`src/rtl/alu_cmd_ctrl.sv`:
```
// Command sequencer: assembles header/operand frames from UART RX bytes, runs one
// ALU operation, and streams the result plus a status byte back under valid/ready.
module alu_cmd_ctrl #(
    parameter int WIDTH   = 16,
    parameter int TIMEOUT = 4
) (
    input  logic             clk,
    input  logic             rst,
    input  logic [7:0]       rx_data,
    input  logic             rx_valid,
    output logic [7:0]       tx_data,
    output logic             tx_valid,
    input  logic             tx_ready,
    output logic [WIDTH-1:0] alu_a,
    output logic [WIDTH-1:0] alu_b,
    output logic [1:0]       alu_func,
    output logic             alu_enable,
    input  logic [WIDTH-1:0] alu_out,
    input  logic             alu_carry,
    input  logic             alu_flag,
    output logic             busy,
    output logic             cmd_err
);

    localparam int NB = WIDTH / 8;
    localparam int IW = $clog2(NB + 1);
    localparam int TW = (TIMEOUT > 1) ? $clog2(TIMEOUT) : 1;

    typedef enum logic [2:0] {
        S_IDLE,
        S_RX_A,
        S_RX_B,
        S_EXEC,
        S_WAIT,
        S_TX
    } state_t;

    state_t           state_q, state_d;
    logic [IW-1:0]    cnt_q, cnt_d;
    logic [TW-1:0]    wait_q, wait_d;
    logic [WIDTH-1:0] a_q, a_d;
    logic [WIDTH-1:0] b_q, b_d;
    logic [1:0]       func_q, func_d;
    logic [WIDTH-1:0] res_q, res_d;
    logic             carry_q, carry_d;
    logic             div0_q, div0_d;
    logic             tmo_q, tmo_d;
    logic             cmd_err_q, cmd_err_d;
    logic             enable_c;
    logic [7:0]       tx_byte_c;
    logic             is_hdr_c;
    logic             div_zero_c;

    always_ff @(posedge clk) begin
        if (rst) begin
            state_q   <= S_IDLE;
            cnt_q     <= '0;
            wait_q    <= '0;
            a_q       <= '0;
            b_q       <= '0;
            func_q    <= '0;
            res_q     <= '0;
            carry_q   <= 1'b0;
            div0_q    <= 1'b0;
            tmo_q     <= 1'b0;
            cmd_err_q <= 1'b0;
        end else begin
            state_q   <= state_d;
            cnt_q     <= cnt_d;
            wait_q    <= wait_d;
            a_q       <= a_d;
            b_q       <= b_d;
            func_q    <= func_d;
            res_q     <= res_d;
            carry_q   <= carry_d;
            div0_q    <= div0_d;
            tmo_q     <= tmo_d;
            cmd_err_q <= cmd_err_d;
        end
    end

    always_comb begin
        state_d    = state_q;
        cnt_d      = cnt_q;
        wait_d     = wait_q;
        a_d        = a_q;
        b_d        = b_q;
        func_d     = func_q;
        res_d      = res_q;
        carry_d    = carry_q;
        div0_d     = div0_q;
        tmo_d      = tmo_q;
        cmd_err_d  = 1'b0;
        enable_c   = 1'b0;
        is_hdr_c   = (rx_data[7:2] == 6'b101000);
        div_zero_c = (func_q == 2'b11) && (b_q == '0);

        // Byte indices 0..NB-1 select result bytes; index NB is the status byte.
        tx_byte_c = {5'b0, tmo_q, div0_q, carry_q};
        for (int i = 0; i < NB; i++) begin
            if (cnt_q == IW'(i)) tx_byte_c = res_q[i*8 +: 8];
        end

        case (state_q)
            S_IDLE: begin
                if (rx_valid) begin
                    if (is_hdr_c) begin
                        func_d  = rx_data[1:0];
                        cnt_d   = '0;
                        state_d = S_RX_A;
                    end else begin
                        cmd_err_d = 1'b1;
                    end
                end
            end
            S_RX_A: begin
                if (rx_valid) begin
                    for (int i = 0; i < NB; i++) begin
                        if (cnt_q == IW'(i)) a_d[i*8 +: 8] = rx_data;
                    end
                    if (cnt_q == IW'(NB - 1)) begin
                        cnt_d   = '0;
                        state_d = S_RX_B;
                    end else begin
                        cnt_d = cnt_q + IW'(1);
                    end
                end
            end
            S_RX_B: begin
                if (rx_valid) begin
                    for (int i = 0; i < NB; i++) begin
                        if (cnt_q == IW'(i)) b_d[i*8 +: 8] = rx_data;
                    end
                    if (cnt_q == IW'(NB - 1)) begin
                        cnt_d   = '0;
                        state_d = S_EXEC;
                    end else begin
                        cnt_d = cnt_q + IW'(1);
                    end
                end
            end
            S_EXEC: begin
                cmd_err_d = rx_valid;
                cnt_d     = '0;
                wait_d    = '0;
                if (div_zero_c) begin
                    res_d   = '0;
                    carry_d = 1'b0;
                    div0_d  = 1'b1;
                    tmo_d   = 1'b0;
                    state_d = S_TX;
                end else begin
                    enable_c = 1'b1;
                    state_d  = S_WAIT;
                end
            end
            S_WAIT: begin
                cmd_err_d = rx_valid;
                if (alu_flag) begin
                    res_d   = alu_out;
                    carry_d = alu_carry;
                    div0_d  = 1'b0;
                    tmo_d   = 1'b0;
                    state_d = S_TX;
                end else if (wait_q == TW'(TIMEOUT - 1)) begin
                    res_d   = '0;
                    carry_d = 1'b0;
                    div0_d  = 1'b0;
                    tmo_d   = 1'b1;
                    state_d = S_TX;
                end else begin
                    wait_d = wait_q + TW'(1);
                end
            end
            S_TX: begin
                cmd_err_d = rx_valid;
                if (tx_ready) begin
                    if (cnt_q == IW'(NB)) begin
                        cnt_d   = '0;
                        state_d = S_IDLE;
                    end else begin
                        cnt_d = cnt_q + IW'(1);
                    end
                end
            end
            default: state_d = S_IDLE;
        endcase
    end

    assign tx_valid   = (state_q == S_TX);
    assign tx_data    = tx_valid ? tx_byte_c : 8'h00;
    assign busy       = (state_q != S_IDLE);
    assign alu_enable = enable_c;
    assign alu_a      = a_q;
    assign alu_b      = b_q;
    assign alu_func   = func_q;
    assign cmd_err    = cmd_err_q;

endmodule
```
`config.mk`:
```
export PLATFORM = sky130hd
export DESIGN_NAME = alu_cmd_ctrl
export DESIGN_NICKNAME = d
export VERILOG_FILES = /design/src/rtl/alu_cmd_ctrl.sv
export SDC_FILE = /design/constraint.sdc
export NUM_CORES = 1
export LEC_CHECK = 0
export CAP_MARGIN = 0
export CORE_AREA = 5 5 77 79
export CTS_BUF_LIST = sky130_fd_sc_hd__clkbuf_4
export CTS_CLUSTER_SIZE = 24
export DETAILED_ROUTE_END_ITERATION = 7
export DIE_AREA = 0 0 82 84
export PLACE_DENSITY = 0.85
export SYNTH_ARGS = -nofsm -noshare
export SYNTH_HDL_FRONTEND = slang
export SYNTH_SLANG_ARGS = --single-unit
```
`constraint.sdc`:
```
create_clock -name clk -period 3.1 [get_ports clk]
set_input_delay 0.31 -clock clk [delete_from_list [all_inputs] [get_ports clk]]
set_output_delay 0.31 -clock clk [all_outputs]
set_load 0.02 [all_outputs]
```
---- Word level (Yosys, flattened, before mapping) ----
Cells that the tools add are included.
operators by class
  add/sub/neg operators ................... 2
  equality and inequality tests ........... 23
  mux-type cells .......................... 44
  reduce and logical (&&, ||, !) cells .... 18
operator list
  kind                 count
  $mux 16              3
  $pmux 16 s2          1
  $mux 3               10
  $mux 8               3
  $reduce_and 3->1     7
  $ne 2x2->1 const B   9
  $pmux 3 s6           1
  $logic_not 16->1     1
  $mux 2               8
  $mux 1               12
  $reduce_and 9->1     1
  $pmux 1 s2           4
  $pmux 2 s4           1
  $eq 2x2->1 const B   3
  $eq 3x2->1 const B   2
  $eq 3x3->1 const B   2
  $eq 6x6->1 const B   1
  $ne 2x1->1 const B   3
  $reduce_and 5->1     1
  $add 2x1->2 const B  2
  $pmux 2 s2           1
  $reduce_bool 4->1    1
  $eq 3x1->1 const B   1
  $logic_not 3->1      1
  8 further kinds      8
word-level totals
  flip-flop bits (word level) ............. 61
  bits of input ports ..................... 30
  output and inout port bits .............. 46
  word-level logic and storage cells ...... 100

---- Longest topological paths before layout ----
Gate-level depths: netlist of the first run.
  depth after elaboration ................. 4
  mapped depth ............................ 6
  gate-level depth less buffers ........... 6

---- Least setup slack after synthesis of the first run ----
No wires, ideal clock.
  kind .................................... register -> register
  from .................................... register b_q[13] (netlist: alu_b[13])
  to ...................................... register res_q[10]
  library setup time ...................... 0.117 ns
  arrival time ............................ 1.448 ns
  data required time ...................... 2.983 ns
  setup slack ............................. 1.536 ns
  cell stages (with the launch flop) ...... 7
  buffers on the path ..................... 1
  period minus slack after synthesis ...... 1.564 ns
  cells stage by stage .................... dfxtp_1 > nor4_1 > nand3_1 > nor3_4 > nor3_2 > buf_6 > a22o_1
between the ends
  longest elaborated chain between the ends .. 4
ends and longest elaborated chain
  element                     RTL line  source
  start: declaration          42        logic [WIDTH-1:0] b_q, b_d;
  start signal: assignment    60        b_q <= '0;
  start signal: assignment    72        b_q <= b_d;
  $logic_not 16->1            96        div_zero_c = (func_q == 2'b11) && (b_q == '0);
  $logic_and 1x1->1           96
  $ne 2x2->1 (no line)        -
  $reduce_and 3->1 (no line)  -
  end signal: assignment      74        res_q <= res_d;
  end: declaration            44        logic [WIDTH-1:0] res_q, res_d;
No other way between the ends.
A chain may end at the register's enable or synchronous reset.

---- Final worst setup path of the first run ----
  from .................................... register state_q[2]
  to ...................................... output port tx_data[4]
between the ends
  longest elaborated chain between the ends .. 2
ends and longest elaborated chain
  element                   RTL line  source
  start: declaration        38        state_t state_q, state_d;
  start signal: assignment  68        state_q <= state_d;
  $eq 3x3->1                190       assign tx_valid = (state_q == S_TX);
  $mux 8                    191       assign tx_data = tx_valid ? tx_byte_c : 8'h00;
  end: declaration          11        output logic [7:0] tx_data,
No other way between the ends.

==> results of run 1 <==
## worst min-delay path: stages (launching register included)
cell and delay, ps:
dfxtp_1 320, nand2_1 50, a21oi_1 50
## cells in the final DEF, fill, tap and decap left out, types with 2 or more instances in the layout
cell type	instances
nor2_1	50
a31oi_1	2
nor3b_2	2
nand2b_1	3
mux2i_1	34
nor3_1	2
nor3_2	3
nand3b_1	3
clkdlybuf4s50_1	75
nand3_1	3
a22o_1	17
clkbuf_4	10
nand4b_1	2
clkinv_1	3
or3_1	3
o21ai_1	3
inv_1	3
a211o_1	2
nor3_4	2
nor4_1	3
nand2_1	22
dfxtp_1	61
a21oi_1	17
## path summary, 6_finish.rpt
kind	start	to	slack, ps	cells after the start
setup / recovery	state_q[2]$_SDFFE_PP0P_	tx_data[4]	270	4
hold / removal	alu_a[12]$_SDFFE_PP0P_	alu_a[12]$_SDFFE_PP0P_	460	2
setup reg to reg	state_q[2]$_SDFFE_PP0P_	res_q[10]$_SDFFE_PP0P_	760	4
hold reg to reg	alu_a[12]$_SDFFE_PP0P_	alu_a[12]$_SDFFE_PP0P_	460	2
## per-stage QoR
stage | hold WS [ps] | utilization | std cells | worst slack [ps] | cell area (um^2)
global placement | 443 | 0.640 | 406 | 782 | 3370
finish | 459 | 0.662 | 420 | 266 | 3490
floorplan | 421 | - | 273 | 1540 | 2600
global route | 485 | 0.662 | 420 | 87.8 | 3490
CTS | 462 | 0.662 | 420 | 241 | 3490
detailed placement | 449 | 0.640 | 406 | 694 | 3370
## cells by family after synthesis
family | after synthesis | share of synthesized area
buffers and inverters | 18 | 0.0351
adder cells (fa/ha/maj) | 1 | 0.00481
AO/OA/AOI/OAI | 49 | 0.131
flip-flops | 61 | 0.469
AND/OR/NAND/NOR | 110 | 0.229
multiplexers | 34 | 0.131
## flip-flops by register name, indices dropped and copies added (netlist names)
signal,count
alu_b,16
carry_q,1
alu_a,16
wait_q,2
cnt_q,2
tmo_q,1
res_q,16
cmd_err,1
alu_func,2
state_q,3
div0_q,1
## area by class of cell
class	instances	share of cell area
Clock buffer	10	0.0215
Clock inverter	4	0.0118
Inverter	3	0.00323
Multi-Input combinational cell	194	0.370
Sequential cell	61	0.350
Tap cell	72	0.0258
Timing Repair Buffer	76	0.217
## metal layers
layer	vias to the layer above	track usage	part of all wire
li1	1101	-	-
met1	1055	0.252	0.43
met2	82	0.322	0.46
met3	12	0.0702	0.089
met4	0	0.0770	0.015
met5	-	0	0
## cell usage after synthesis, types with 2 or more instances
library cell / number
o21ai_1: 3
nand2_1: 22
inv_1: 3
nand3_1: 3
nor3_2: 3
nor2_1: 50
nand3b_1: 3
nor3_4: 2
nor3b_2: 2
nor4_1: 3
dfxtp_1: 61
buf_4: 3
nand4b_1: 2
a22o_1: 17
clkbuf_1: 7
a211o_1: 2
nor3_1: 2
a31oi_1: 2
nand2b_1: 3
a21oi_1: 17
or3_1: 3
mux2i_1: 34
buf_2: 4
## where the power goes
group          switching, uW  total, uW  internal [uW]
Combinational           33.5       72.7           39.2
Sequential             0.481        784            784
Clock                    262        502            239
==> reports/results.tsv, run 1 <==
stage	metric	value	unit
layout	multi_input_area	1290	um^2
flow_run	cap_viol_max_count	0	
sta	hold_viol	0	
detailed_routing	drc	0	
clocking	cts-root-buf	clkbuf_4	
setup_path	cpPeakStageDelay	770	ps
sta	tightest_slew	990	ps
sta	skew	15.6	ps
detailed_routing	routed_wl	6.50	mm
floorplanning	core	5270	um^2
layout	layout-drive-gt1-share	0.0718	
synth	synth_top_area_frac	0.469	
sta	setup_viol	0	
detailed_routing	wire_per_inst	15.5	um
sta	rsz0062_at_grt	false	
synth	syn_nets	304	
clocking	cts-hold-fix-buffers	0	
synth	synthesis.area	2600	um^2
global_route	grt_pass1_wl	11.0	mm
layout	syn_to_final_growth	34.0	%
floorplanning	io_pins	76	
floorplanning	die_w	82	um
global_route	antenna_found_initial	0	
setup_path	critical-path-top-delay-family	flip-flops	
global_route	grt_max_degree	47	
place	port_buffers	75	
layout	fin_nets	376	
detailed_routing	drt_iter0_drc	139	
synth	ys_seq_area_frac	0.469	
sta	maxSlewHeadroom	0.336	
sta	fin_crit_sh	0.914	
setup_path	cp_slowest_cell	dfxtp_1	
clocking	cts_made_buffers	9	
clocking	cts_num_sinks	61	
clocking	cts_resized	0	
synth	synth_seq_cells	61	
layout	nFillCells	482	
clocking	clk_latency	390	ps
setup_path	cp_num_buf_inv	1	
synth	synth_cell_types	45	
layout	register_area	1220	um^2
sta	maxSlewViolCount	0	
clocking	cts_tree	yes	
setup_path	cp_max_fo	19	
clocking	h-tree-depth	3	
synth	synth_cells	273	
sta	max_clock_freq	0.353	GHz
global_route	globalRouteOverflowTotal	0	
clocking	clk_pin_slew	90	ps
detailed_routing	vias	2250	
floorplanning	die_area	6890	um^2
clocking	cts_setup_buffers	0	
setup_path	worst_ep_required_time	2790	ps
synth	ys.flop_type	dfxtp_1	
detailed_routing	detail-route-antenna-nets	0	
sta	final.setup.tns	0	ps
global_route	first_global_vias	2306	
setup_path	critPathArrivalTime	2520	ps
setup_path	critPathKind	reg -> out	
place	dp_hpwl	4.58	mm
clocking	cts.path.max_buffers	2	
layout	n_antenna_cell	0	
floorplanning	die_h	84	um
setup_path	critical_path.endpoint_type	output port	
setup_path	cp-start-kind	flop	
setup_path	crit_chain	nand3b_4 > or2_0 > nor2_1 > clkdlybuf4s50_1	
min_path	hp-class	reg -> reg	
power	vdd_drop_max	283	uV
synth	syn_area_per_cell	9.53	um^2
synth	ys_async_sr_fraction	0	
synth	yosys-top-cells-area	dfxtp_1 (47%), mux2i_1 (13%), nor2_1 (7.2%), a22o_1 (5.7%), a21oi_1 (3.3%)	
floorplanning	row_count	27	
synth	synth_edf_count	0	
sta	period_needed	2830	ps
power	p_per_area	390	nW/um^2
place	gp_congestion	0.784	
synth	synth-warning-count	0	
floorplanning	start_util	0.494	
power	p_leak	0.00136	uW
synth	yosysTopAreaCell	dfxtp_1	
global_route	grtUsageTotal	0.204	
power	p_total	1360	uW
detailed_routing	drt_pass1_iterations	5	
detailed_routing	vias_per_cell	5.36	
outcome	status	complete, no violations	
No activity file was read; power rests on OpenSTA's default activity.
==> run 2: changes to the inputs <==
Settings changed: PLACE_DENSITY 0.85 to not set, PLACE_DENSITY_LB_ADDON set to 0.1, SLEW_MARGIN set to 20.
==> reports/results.tsv, run 2 (synthesis results as in run 1) <==
stage	metric	value	unit	change
detailed_routing	drt_pass1_iterations	4		was 5
min_path	hold_end	alu_a[11]$_SDFFE_PP0P_		was alu_a[12]$_SDFFE_PP0P_
floorplanning	row_count	27		unchanged
clocking	cts-hold-fix-buffers	0		unchanged
setup_path	crit_chain	nand3b_4 > or2_0 > nor2_1 > clkdlybuf4s50_1		unchanged
layout	final_cell_mix	clkdlybuf4s50_1 (75), dfxtp_1 (61), nor2_1 (50)		unchanged
setup_path	cp-start-kind	flop		unchanged
setup_path	cp_max_fo	19		unchanged
layout	final_common_cell	clkdlybuf4s50_1		unchanged
detailed_routing	vias	2188		was 2250
clocking	clk_pin_slew	100	ps	was 90 ps
clocking	cts_resized	0		unchanged
sta	hold_viol	0		unchanged
floorplanning	core	5270	um^2	unchanged
min_path	hp-start	alu_a[11]$_SDFFE_PP0P_		was alu_a[12]$_SDFFE_PP0P_
setup_path	critPathKind	reg -> out		unchanged
layout	n_antenna_cell	0		unchanged
layout	fin_nets	376		unchanged
sta	setup_viol	0		unchanged
setup_path	cp_slowest_cell	dfxtp_1		unchanged
floorplanning	start_util	0.494		unchanged
layout	instances_no_fill	422		was 420
clocking	cts_num_sinks	61		unchanged
setup_path	r2r_start	state_q[2]$_SDFFE_PP0P_		unchanged
detailed_routing	wire_per_inst	14.8	um	was 15.5 um
power	p_per_area	422	nW/um^2	was 390 nW/um^2
global_route	first_global_vias	2081		was 2306
sta	final.setup.tns	0	ps	unchanged
global_route	grtUsageTotal	0.192		was 0.204
global_route	grt_max_degree	47		unchanged
outcome	status	complete, no violations		unchanged
setup_path	cpPeakStageDelay	740	ps	was 770 ps
power	vdd_drop_max	257	uV	was 283 uV
setup_path	cp-startpoint	state_q[2]$_SDFFE_PP0P_		unchanged
clocking	cts-root-buf	clkbuf_4		unchanged
setup_path	critical_path.endpoint_type	output port		unchanged
clocking	cts_tree	yes		unchanged
detailed_routing	drc	0		unchanged
layout	layout-drive-gt1-share	0.0857		was 0.0718
min_path	hp-class	reg -> reg		unchanged
sta	skew	8.60	ps	was 15.6 ps
global_route	globalRouteOverflowTotal	0		unchanged
sta	max_clock_freq	0.360	GHz	was 0.353 GHz
detailed_routing	vias_per_cell	5.18		was 5.36
clocking	cts.path.max_buffers	2		unchanged
layout	register_area	1220	um^2	unchanged
floorplanning	io_pins	76		unchanged
layout	nFillCells	461		was 482
clocking	clk_latency	400	ps	was 390 ps
place	dp_hpwl	4.39	mm	was 4.58 mm
clocking	cts_setup_buffers	0		unchanged
detailed_routing	drt_iter0_drc	155		was 139
detailed_routing	detail-route-antenna-nets	0		unchanged
sta	tightest_slew	1030	ps	was 990 ps
setup_path	critPathArrivalTime	2470	ps	was 2520 ps
sta	rsz0062_at_grt	false		unchanged
global_route	antenna_found_initial	0		unchanged
sta	maxSlewViolCount	0		unchanged
setup_path	r2r-end	res_q[10]$_SDFFE_PP0P_		unchanged
setup_path	rrSetupSlack	790	ps	was 760 ps
clocking	h-tree-depth	3		unchanged
power	p_leak	0.00138	uW	was 0.00136 uW
layout	syn_to_final_growth	35.8	%	was 34.0%
flow_run	cap_viol_max_count	0		unchanged
sta	fin_crit_sh	0.895		was 0.914
layout	multi_input_area	1290	um^2	unchanged
place	gp_congestion	0.781		was 0.784
global_route	grt_pass1_wl	10.3	mm	was 11.0 mm
setup_path	rr_worst_depth	4		unchanged
clocking	cts_made_buffers	9		unchanged
floorplanning	die_area	6890	um^2	unchanged
min_path	hold_path_depth	2		unchanged
setup_path	worst_ep_required_time	2790	ps	about the same
detailed_routing	routed_wl	6.23	mm	was 6.50 mm
floorplanning	die_h	84	um	unchanged
sta	period_needed	2780	ps	was 2830 ps
sta	maxSlewHeadroom	0.310		was 0.336
floorplanning	die_w	82	um	unchanged
place	dpl.cell_count	406		unchanged
place	port_buffers	75		unchanged
[run 2: cell types whose count changed in the layout (fill, tap and decap cells not counted), sizes merged]
cell	change
clkinvlp	+1
clkinv	-2
clkbuf	+2
bufinv	+1
[run 2: worst max-delay path, delay by kind of cell, from the launching register on]
kind | cells | cell delay, ps
buffers and inverters | 1 | 620
DFF | 1 | 740
and+or+nand+nor | 3 | 710
[run 2: layout make-up]
| cell class | count | area share |
|---|---|---|
| clock buffer | 12 | 0.0255 |
| sequential | 61 | 0.346 |
| multi-input combinational | 194 | 0.365 |
| clock inverter | 4 | 0.0205 |
| inverter | 3 | 0.00319 |
| tap | 72 | 0.0255 |
| timing repair buffer | 76 | 0.215 |
[run 2: how the worst max path moves through the flow]
stage	endpoint	slack [ps]	depth (start not counted)
3_5_place_dp	tx_data[6]	750	4
4_1_cts	tx_data[7]	290	4
3_3_place_gp	tx_data[6]	800	4
2_1_floorplan	res_q[10]$_SDFFE_PP0P_	1540	6
6_report	tx_data[7]	320	4
5_1_grt	tx_data[7]	140	4
[run 2: routing by layer]
metal	up-vias	part of all wire	GRT usage
met3	8	0.075	0.0821
met1	1013	0.44	0.241
met5	-	0	0
met4	0	0.013	0.0544
met2	58	0.47	0.298
li1	1109	-	-
[run 2: per-stage QoR]
step / total power [uW] / hold slack (ps) / worst slack (ps) / utilization / instance area (um^2)
CTS: 1510 / 461 / 294 / 0.670 / 3530
global placement: 875 / 443 / 803 / 0.640 / 3370
detailed placement: 875 / 447 / 753 / 0.640 / 3370
global route: 1540 / 484 / 142 / 0.670 / 3530
floorplan: 822 / 421 / 1540 / - / 2600
finish: 1490 / 458 / 324 / 0.670 / 3530
[run 2: power breakdown]
part	switching (uW)	total (uW)	internal, uW
Combinational	32.6	71.7	39.2
Sequential	0.541	785	784
Clock	281	634	354
==> run 3: changes to the inputs <==
Settings changed: CAP_MARGIN 0 to 10, CTS_CLUSTER_SIZE 24 to 30.
==> results of run 3 <==
No change in the layout: final DEF, timing and power equal those of run 2.
